==> src/rtl/spi_pkg.sv <==
// Shared SPI types and default timing for the ADC-side SPI master and its driver.
package spi_pkg;

    typedef enum logic [2:0] {
        IDLE,
        SETUP,
        SHIFT,
        HOLD,
        GAP
    } spi_mst_state_t;

    localparam int SPI_WORD_W   = 16;
    localparam int SPI_CLK_DIV  = 4;
    localparam int SPI_CS_SETUP = 2;
    localparam int SPI_CS_HOLD  = 2;
    localparam int SPI_CS_GAP   = 4;

    function automatic int spi_max4(input int a, input int b, input int c, input int d);
        int m;
        m = a;
        if (b > m) m = b;
        if (c > m) m = c;
        if (d > m) m = d;
        return m;
    endfunction

endpackage

==> src/rtl/spi_sclk_gen.sv <==
// SPI clock generator: toggles sclk every CLK_DIV enabled cycles, starting high on the
// first enabled cycle; strobes mark the cycle whose edge makes sclk rise or fall.
module spi_sclk_gen
    import spi_pkg::*;
#(
    parameter int CLK_DIV = SPI_CLK_DIV,
    parameter int CNT_W   = 3
) (
    input  logic clk,
    input  logic rst,
    input  logic en,
    output logic sclk,
    output logic rise_stb,
    output logic fall_stb
);

    localparam logic [CNT_W-1:0] PHASE_LAST = CNT_W'(CLK_DIV - 1);

    logic [CNT_W-1:0] phase_q, phase_d;
    logic             sclk_q, sclk_d;
    logic             toggle;

    assign toggle = en && (phase_q == '0);

    // NOTE: every always_comb output gets a default first so no path can infer a latch.
    always_comb begin
        phase_d = '0;
        sclk_d  = 1'b0;
        if (en) begin
            phase_d = (phase_q == PHASE_LAST) ? '0 : phase_q + CNT_W'(1);
            sclk_d  = toggle ? ~sclk_q : sclk_q;
        end
    end

    // NOTE: state flops use non-blocking assignments so all flops update from pre-edge values.
    always_ff @(posedge clk) begin
        if (!rst) begin
            phase_q <= '0;
            sclk_q  <= 1'b0;
        end else begin
            phase_q <= phase_d;
            sclk_q  <= sclk_d;
        end
    end

    assign sclk     = sclk_q;
    assign rise_stb = toggle && !sclk_q;
    assign fall_stb = toggle && sclk_q;

endmodule

==> src/rtl/spi_master_rx.sv <==
// SPI master (CPOL=0, CPHA=1) that reads one DATA_W-bit word MSB-first per start request
// and presents it with a one-cycle data_valid strobe.
module spi_master_rx
    import spi_pkg::*;
#(
    parameter int DATA_W   = SPI_WORD_W,
    parameter int CLK_DIV  = SPI_CLK_DIV,
    parameter int CS_SETUP = SPI_CS_SETUP,
    parameter int CS_HOLD  = SPI_CS_HOLD,
    parameter int CS_GAP   = SPI_CS_GAP
) (
    input  logic              clk,
    input  logic              rst,
    input  logic              start,
    input  logic              miso,
    output logic              sclk,
    output logic              cs,
    output logic              busy,
    output logic [DATA_W-1:0] data_out,
    output logic              data_valid
);

    localparam int CNT_W = $clog2(spi_max4(CLK_DIV, CS_SETUP, CS_HOLD, CS_GAP) + 1);
    localparam int BIT_W = $clog2(DATA_W + 1);

    localparam logic [CNT_W-1:0] SETUP_LAST = CNT_W'(CS_SETUP - 1);
    localparam logic [CNT_W-1:0] HOLD_LAST  = CNT_W'(CS_HOLD - 1);
    localparam logic [CNT_W-1:0] GAP_LAST   = CNT_W'(CS_GAP);
    localparam logic [BIT_W-1:0] BIT_LAST   = BIT_W'(DATA_W - 1);

    if (DATA_W < 2 || CLK_DIV < 2 || CS_SETUP < 1 || CS_HOLD < 1 || CS_GAP < 0) begin : g_bad_params
        $error("spi_master_rx: illegal parameters DATA_W=%0d CLK_DIV=%0d CS_SETUP=%0d CS_HOLD=%0d CS_GAP=%0d",
               DATA_W, CLK_DIV, CS_SETUP, CS_HOLD, CS_GAP);
    end

    spi_mst_state_t    state_q, state_d;
    logic [CNT_W-1:0]  cnt_q, cnt_d;
    logic [BIT_W-1:0]  bit_q, bit_d;
    logic [DATA_W-1:0] shift_q, shift_d;
    logic [DATA_W-1:0] data_out_q, data_out_d;
    logic              cs_q, cs_d;
    logic              data_valid_q, data_valid_d;
    logic              rise_stb, fall_stb;
    logic              rise_stb_unused;

    spi_sclk_gen #(
        .CLK_DIV (CLK_DIV),
        .CNT_W   (CNT_W)
    ) u_sclk_gen (
        .clk      (clk),
        .rst      (rst),
        .en       (state_q == SHIFT),
        .sclk     (sclk),
        .rise_stb (rise_stb),
        .fall_stb (fall_stb)
    );

    // The slave drives on rise; the master only needs the falling-edge sample point.
    assign rise_stb_unused = rise_stb;

    always_comb begin
        state_d      = state_q;
        cnt_d        = cnt_q;
        bit_d        = bit_q;
        shift_d      = shift_q;
        cs_d         = cs_q;
        data_out_d   = data_out_q;
        data_valid_d = 1'b0;
        unique case (state_q)
            IDLE: begin
                if (start) begin
                    state_d = SETUP;
                    cnt_d   = '0;
                    bit_d   = '0;
                    cs_d    = 1'b0;
                end
            end
            SETUP: begin
                if (cnt_q == SETUP_LAST) begin
                    state_d = SHIFT;
                    cnt_d   = '0;
                end else begin
                    cnt_d = cnt_q + CNT_W'(1);
                end
            end
            SHIFT: begin
                if (fall_stb) begin
                    shift_d = {shift_q[DATA_W-2:0], miso};
                    if (bit_q == BIT_LAST) begin
                        state_d = HOLD;
                    end else begin
                        bit_d = bit_q + BIT_W'(1);
                    end
                end
            end
            HOLD: begin
                if (cnt_q == HOLD_LAST) begin
                    state_d      = GAP;
                    cnt_d        = '0;
                    cs_d         = 1'b1;
                    data_out_d   = shift_q;
                    data_valid_d = 1'b1;
                end else begin
                    cnt_d = cnt_q + CNT_W'(1);
                end
            end
            GAP: begin
                if (cnt_q == GAP_LAST) begin
                    state_d = IDLE;
                    cnt_d   = '0;
                end else begin
                    cnt_d = cnt_q + CNT_W'(1);
                end
            end
            default: state_d = IDLE;
        endcase
    end

    // NOTE: the shift register is reset too, so an aborted transfer leaves no partial word behind.
    always_ff @(posedge clk) begin
        if (!rst) begin
            state_q      <= IDLE;
            cnt_q        <= '0;
            bit_q        <= '0;
            shift_q      <= '0;
            data_out_q   <= '0;
            cs_q         <= 1'b1;
            data_valid_q <= 1'b0;
        end else begin
            state_q      <= state_d;
            cnt_q        <= cnt_d;
            bit_q        <= bit_d;
            shift_q      <= shift_d;
            data_out_q   <= data_out_d;
            cs_q         <= cs_d;
            data_valid_q <= data_valid_d;
        end
    end

    assign cs         = cs_q;
    assign busy       = (state_q != IDLE);
    assign data_out   = data_out_q;
    assign data_valid = data_valid_q;

endmodule
==> config.mk <==
export PLATFORM = sky130hd
export DESIGN_NAME = spi_master_rx
export DESIGN_NICKNAME = d
export VERILOG_FILES = /design/src/rtl/spi_pkg.sv /design/src/rtl/spi_sclk_gen.sv /design/src/rtl/spi_master_rx.sv
export SDC_FILE = /design/constraint.sdc
export NUM_CORES = 1
export LEC_CHECK = 0
export ABC_CLOCK_PERIOD_IN_PS = 1700
export CELL_PAD_IN_SITES_DETAIL_PLACEMENT = 0
export CELL_PAD_IN_SITES_GLOBAL_PLACEMENT = 2
export CORE_MARGIN = 3
export CORE_UTILIZATION = 32
export CTS_BUF_LIST = sky130_fd_sc_hd__clkbuf_4 sky130_fd_sc_hd__clkbuf_8
export DETAILED_ROUTE_END_ITERATION = 8
export GPL_TIMING_DRIVEN = 0
export PLACE_DENSITY_LB_ADDON = 0.08
export SYNTH_ARGS = -nofsm -noshare
export SYNTH_HDL_FRONTEND = slang
export SYNTH_SLANG_ARGS = --single-unit
==> constraint.sdc <==
create_clock -name clk -period 1.7 [get_ports clk]
set_input_delay 0.34 -clock clk [delete_from_list [all_inputs] [get_ports clk]]
set_output_delay 0.34 -clock clk [all_outputs]
set_load 0.01 [all_outputs]
Word level (Yosys, flattened, before mapping):

Index checks and enable logic that the tools add are counted.
W data, S select, Z words.

* $add $sub $neg: 3
* eq/ne operators: 15
* muxes and demuxes: 19
* bitwise gates (word level): 3
* reductions and logical operators: 18

Operator list (number)
* $mux W3: 9
* $mux W5: 3
* $pmux W3 S5: 1
* $ne A2 B2 Y1 const B: 7
* $pmux W5 S2: 1
* $reduce_and A2 Y1: 5
* $eq A3 B2 Y1 const B: 3
* $pmux W3 S3: 1
* $add A3 B1 Y3 const B: 2
* $eq A3 B1 Y1 const B: 2
* $eq A3 B3 Y1 const B: 2
* $logic_not A3 Y1: 2
* $reduce_and A6 Y1: 1
* $reduce_bool A3 Y1: 2
* $add A5 B1 Y5 const B: 1
* $eq A5 B4 Y1 const B: 1
* $reduce_and A4 Y1: 1
* $reduce_bool A2 Y1: 2
* $mux W1: 3
* $not A1 Y1: 3
* $reduce_and A3 Y1: 1
* $reduce_or A3 Y1: 1
* $logic_and A1 B1 Y1: 2
* $pmux W1 S2: 1
* $reduce_or A2 Y1: 1

* flip-flop bits (word level): 49
* bits of input ports: 4
* output and inout bits: 20
* word-level logic and storage cells: 67

Depth between registers and ports, before layout:

* depth after elaboration: 5
* mapped depth: 8
* mapped depth without buffers: 7

By module:

From an unflattened synthesis, not the netlist that was laid out.

* cell total of the unflattened synthesis: 243
* area total of the unflattened synthesis: 2224.6 um^2

By module, submodules not included
* spi_master_rx: instances 1, cells an instance 223, area an instance 2033.2 um^2, seq. area each 900.9 um^2
* spi_sclk_gen: instances 1, cells an instance 20, area an instance 191.4 um^2, seq. area each 80.1 um^2

Worst setup path before layout:

Ideal clock, no wire load.

* path kind: register to register
* start: register u_sclk_gen.phase_q[0]
* end: register bit_q[3]
* setup time: 0.066 ns
* arrival time: 1.488 ns
* data required time: 1.634 ns
* path slack: 0.146 ns
* stages on the path, launching flop included: 8
* buffers on the path: 1
* clock period less this slack: 1.554 ns
* cell sequence: dfxtp_1 -> inv_1 -> ha_1 -> nand3b_1 -> or3_1 -> buf_6 -> nor4_4 -> a2bb2oi_2

* cells in the longest elaborated chain, start to end: 5

RTL lines
* from (decl): RTL line spi_sclk_gen.sv:19 `logic [CNT_W-1:0] phase_q, phase_d;`
* from (signal assigned): RTL line spi_sclk_gen.sv:41 `phase_q <= phase_d;`
* $logic_not A3 Y1: RTL line spi_sclk_gen.sv:23 `assign toggle = en && (phase_q == '0);`
* $logic_and A1 B1 Y1: RTL line spi_sclk_gen.sv:23
* $logic_and A1 B1 Y1: RTL line spi_sclk_gen.sv:48 `assign fall_stb = toggle && sclk_q;`
* $ne A2 B2 Y1 (no source line)
* $reduce_and A4 Y1 (no source line)
* to (signal assigned): RTL line spi_master_rx.sv:132 `bit_q <= bit_d;`
* to (decl): RTL line spi_master_rx.sv:38 `logic [BIT_W-1:0] bit_q, bit_d;`

No other way between the ends.
A chain may end at the register's enable or synchronous reset.

Worst setup path after layout:

* start: register u_sclk_gen.phase_q[1]
* end: register bit_q[0]

The elaborated chain is that of the path after synthesis.

==> implementation parameters <==
Parameter                              Value

Worst setup path
  Required time of the worst setup path ... 1.88 ns
  Slowest stage cell, crit path ... sky130_fd_sc_hd__or3_1
  Startpoint type of the worst setup path ... register
  Worst reg2reg path startpoint ... u_sclk_gen.phase_q[1]
  Crit Path Max Fanout ... 5
  Number of cells on the worst reg-to-reg path ... 7
  Endpoint of the lowest-slack register-to-register path ... bit_q[0]
  Arrival time at the worst endpoint ... 1.80 ns
  Nature of the critical path endpoint ... register
  Critical Path, Cell by Cell ... inv_1, ha_2, nand3b_1, or3_1, buf_6, o211ai_4, mux2i_1
  Setup slack of the worst register-to-register path ... 0.07 ns
  CP max stage delay ... 0.34 ns
  Type of the setup path with the least slack ... register to register

Global route
  First-pass GRT wire length ... 7490 µm
  Remaining global-route overflow ... 0
  Fraction of met1 tracks used by global routing ... 19.0%
  Overall fraction of global-route tracks in use ... 12.7%
  Maximum number of pins on one net before global-route repair ... 18
  Initial antenna violation count ... 0
  Met3 Resource Use GR ... 2.85%
  Grt peak-use layer ... met1
  Global-route track usage on met2 ... 17.7%
  Number of global-route vias before repair ... 1496

Logic synthesis
  Gate Count Post-Synth ... 231
  Share of async-settable or async-resettable flops after synthesis ... 0%
  Sequential cell area fraction in the yosys report ... 46.9%
  Summed instance area of the synthesized netlist ... 2090 µm²
  Synthesized area per cell ... 9.05 µm²
  Most used DFF post-synth ... sky130_fd_sc_hd__dfxtp_1
  Syn nets ... 243
  Area share of the largest cell type after synthesis ... 46.9%
  Cell types occupying the most area after synthesis ... sky130_fd_sc_hd__dfxtp_1 47%, sky130_fd_sc_hd__nand2_1 12%, sky130_fd_sc_hd__a21boi_0 12%, sky130_fd_sc_hd__ha_1 4.8%, sky130_fd_sc_hd__buf_2 1.7%
  Unique masters post-synth ... 40
  Post-synthesis register bit count ... 49
  Post-synth EDFFs ... 0
  Area leader, netlist ... sky130_fd_sc_hd__dfxtp_1
  Synthesis Warnings ... 0

Placement
  DPL Wire Length ... 3030 µm
  Weighted congestion at the end of routability-driven global placement ... 0.687
  Port buffer count ... 23
  Worst setup slack after placement ... -0.291 ns
  Number of cells in the design after placement ... 329

Outcome
  Status ... finished clean

Clock network
  Clock insertion delay at the later pin of the skew report ... 0.30 ns
  Clock buffers created by TritonCTS ... 5
  H-Tree Level Count ... 2
  # hold bufs at CTS ... 0
  Number of clock sinks ... 49
  Cell at the root of the clock tree ... sky130_fd_sc_hd__clkbuf_8
  Post-CTS clock slew at the launch and capture registers of the worst setup and hold paths ... 0.09 ns
  Largest buffer count on any clock path ... 2
  CTS tree ... done

Timing
  Worst-case clock skew ... 0.00612 ns
  Max Freq ... 0.614 GHz
  Slew Limit Headroom ... 70.5%
  Setup slack of the critical path after layout ... 0.0714 ns
  Number of hold violations in the final report ... 0
  Final setup violation count ... 0
  Transition at the pin with the smallest max-transition slack ... 0.442 ns
  Final Critical Period ... 1.63 ns
  Tcrit/Tclk final ... 95.8%
  Count of final max-slew check failures ... 0

Detailed routing
  Via count ... 1586
  First-pass iteration count of the detailed router ... 3
  Detail-routed via count per cell ... 4.66
  Total detailed-routing wirelength ... 4340 µm
  DRC marker count from the first detailed-route iteration ... 58
  Per-cell routed wire length ... 12.8 µm
  Post-route DRC violation count ... 0
  Final antenna-violating net count ... 0

Layout
  Number of nets in the finished design ... 278
  # diodes ... 0
  Layout Utilization ... 42.2%
  Synth-to-Final Area Change ... 23.9%
  Non-filler instance count after layout ... 340
  Leading cell type in the layout, fill and taps excluded ... sky130_fd_sc_hd__nand2_1
  Share of cells above drive strength 1 ... 13.2%
  Leading cell types in the layout, fill and taps excluded ... 68 x sky130_fd_sc_hd__nand2_1, 46 x sky130_fd_sc_hd__dfxtp_1, 33 x sky130_fd_sc_hd__a21boi_0, 21 x sky130_fd_sc_hd__clkdlybuf4s50_1

Power and ir drop
  Pwr Density ... 767 nW/µm²
  Leakage power figure ... 0.882 nW
  Peak ir drop on the vdd network ... 0.000414 V
  Post-route total power ... 1.98 mW

Worst hold path
  Worst hold path depth ... 2
  Class of the tightest hold or removal check ... register to register
  Source of the worst hold timing path ... data_out[10]
  Worst min-delay path endpoint ... data_out[10]

Floorplanning
  Core Footprint ... 6130 µm²
  Initial Utilization ... 34.1%
  Number of standard-cell rows in the floorplan ... 28
  DIE HEIGHT ... 86.8 µm
  Die area ... 7540 µm²
  Ports placed on the boundary ... 24
  Overall die width ... 86.8 µm

Job
  Max-cap violations ... 0
-- metrics by stage --
| stage | hold WS, ns | setup TNS [ns] | area (µm²) |
|---|---|---|---|
| 6_report | 0.466 | 0 | 2590 |
| 5_1_grt | 0.489 | -0.000401 | 2590 |
| 4_1_cts | 0.472 | 0 | 2530 |
| 3_5_place_dp | 0.459 | -2.01 | 2410 |
| 3_3_place_gp | 0.451 | -1.95 | 2410 |
| 2_1_floorplan | 0.431 | 0 | 2090 |
-- critical path: cells and delay by family (launching register included) --
| family | cells | cell delay, ns |
|---|---|---|
| simple gates | 2 | 0.47 |
| flops | 1 | 0.33 |
| mux | 1 | 0.11 |
| fa+ha+maj | 1 | 0.17 |
| compound gates | 1 | 0.24 |
| buf+inv | 2 | 0.20 |
-- synthesized netlist by cell type (2+ instances only) --
cell and count:
sky130_fd_sc_hd__nor3_1 3, sky130_fd_sc_hd__ha_1 8, sky130_fd_sc_hd__clkbuf_1 4, sky130_fd_sc_hd__or2_2 2, sky130_fd_sc_hd__a21boi_0 33, sky130_fd_sc_hd__and3_1 2, sky130_fd_sc_hd__mux2i_1 2, sky130_fd_sc_hd__o21a_1 2
sky130_fd_sc_hd__dfxtp_1 49, sky130_fd_sc_hd__a21oi_1 2, sky130_fd_sc_hd__nor4b_1 2, sky130_fd_sc_hd__buf_2 7, sky130_fd_sc_hd__nand3b_1 2, sky130_fd_sc_hd__a22oi_1 2, sky130_fd_sc_hd__nor3b_1 2, sky130_fd_sc_hd__o21ai_0 2
sky130_fd_sc_hd__nand3_1 4, sky130_fd_sc_hd__nand2b_1 2, sky130_fd_sc_hd__nor2b_1 4, sky130_fd_sc_hd__inv_1 8, sky130_fd_sc_hd__nand2_1 68, sky130_fd_sc_hd__a2bb2oi_1 2, sky130_fd_sc_hd__buf_6 2
-- registers in the layout, summed over array words and instances, names as in the netlist --
register	cells
cnt_q	3
u_sclk_gen.phase_q	3
data_out	16
data_valid	1
bit_q	5
cs	1
u_sclk_gen.sclk	1
shift_q	16
state_q	3
-- layout make-up --
cell class | count | area [µm²]
sequential | 49 | 985
tap | 75 | 93.8
inverter | 8 | 30.0
buffer | 11 | 80.1
timing repair buffer | 30 | 284
clock buffer | 5 | 68.8
clock inverter | 1 | 5.00
multi-input combinational | 161 | 1040
fill | 621 | 3540
-- layer usage --
layer / share of wire [%] / vias up
met5: 0 / -
li1: - / 844
met1: 54 / 721
met2: 42 / 16
met3: 2.9 / 5
met4: 1.2 / 0
-- power breakdown --
| part | switching (mW) | internal, mW |
|---|---|---|
| sequential | 0.0139 | 1.17 |
| combinational | 0.0815 | 0.0811 |
| clock | 0.371 | 0.272 |
| total | 0.466 | 1.52 |
-- repair_timing --
item                                    CTS  global route
pin swaps                                 2             4
endpoints found under the setup margin   26            25
cloned                                    0             0
gates resized for setup                   9            12
buffers inserted                          3             4
-- worst max path at each step --
stage | cells after the start | endpoint | from
after detailed placement | 4 | bit_q[3] | rst
after floorplan | 7 | bit_q[3] | u_sclk_gen.phase_q[0]
after CTS | 7 | state_q[0] | bit_q[0]
after global placement | 4 | bit_q[3] | rst
final | 7 | bit_q[0] | u_sclk_gen.phase_q[1]
after global routing | 8 | shift_q[15] | u_sclk_gen.phase_q[1]
-- kinds of logic (layout without fill, tap and decap cells) --
kind of cell	after synthesis	in the layout	synth area share (%)
compound gates	51	51	18.9
simple gates	99	99	23.1
fa+ha+maj	8	8	4.79
xor+xnor	1	1	0.419
buf+inv	21	55	4.91
flops	49	49	46.9
mux	2	2	0.958
Note: power is estimated with default switching activity, not from simulation.
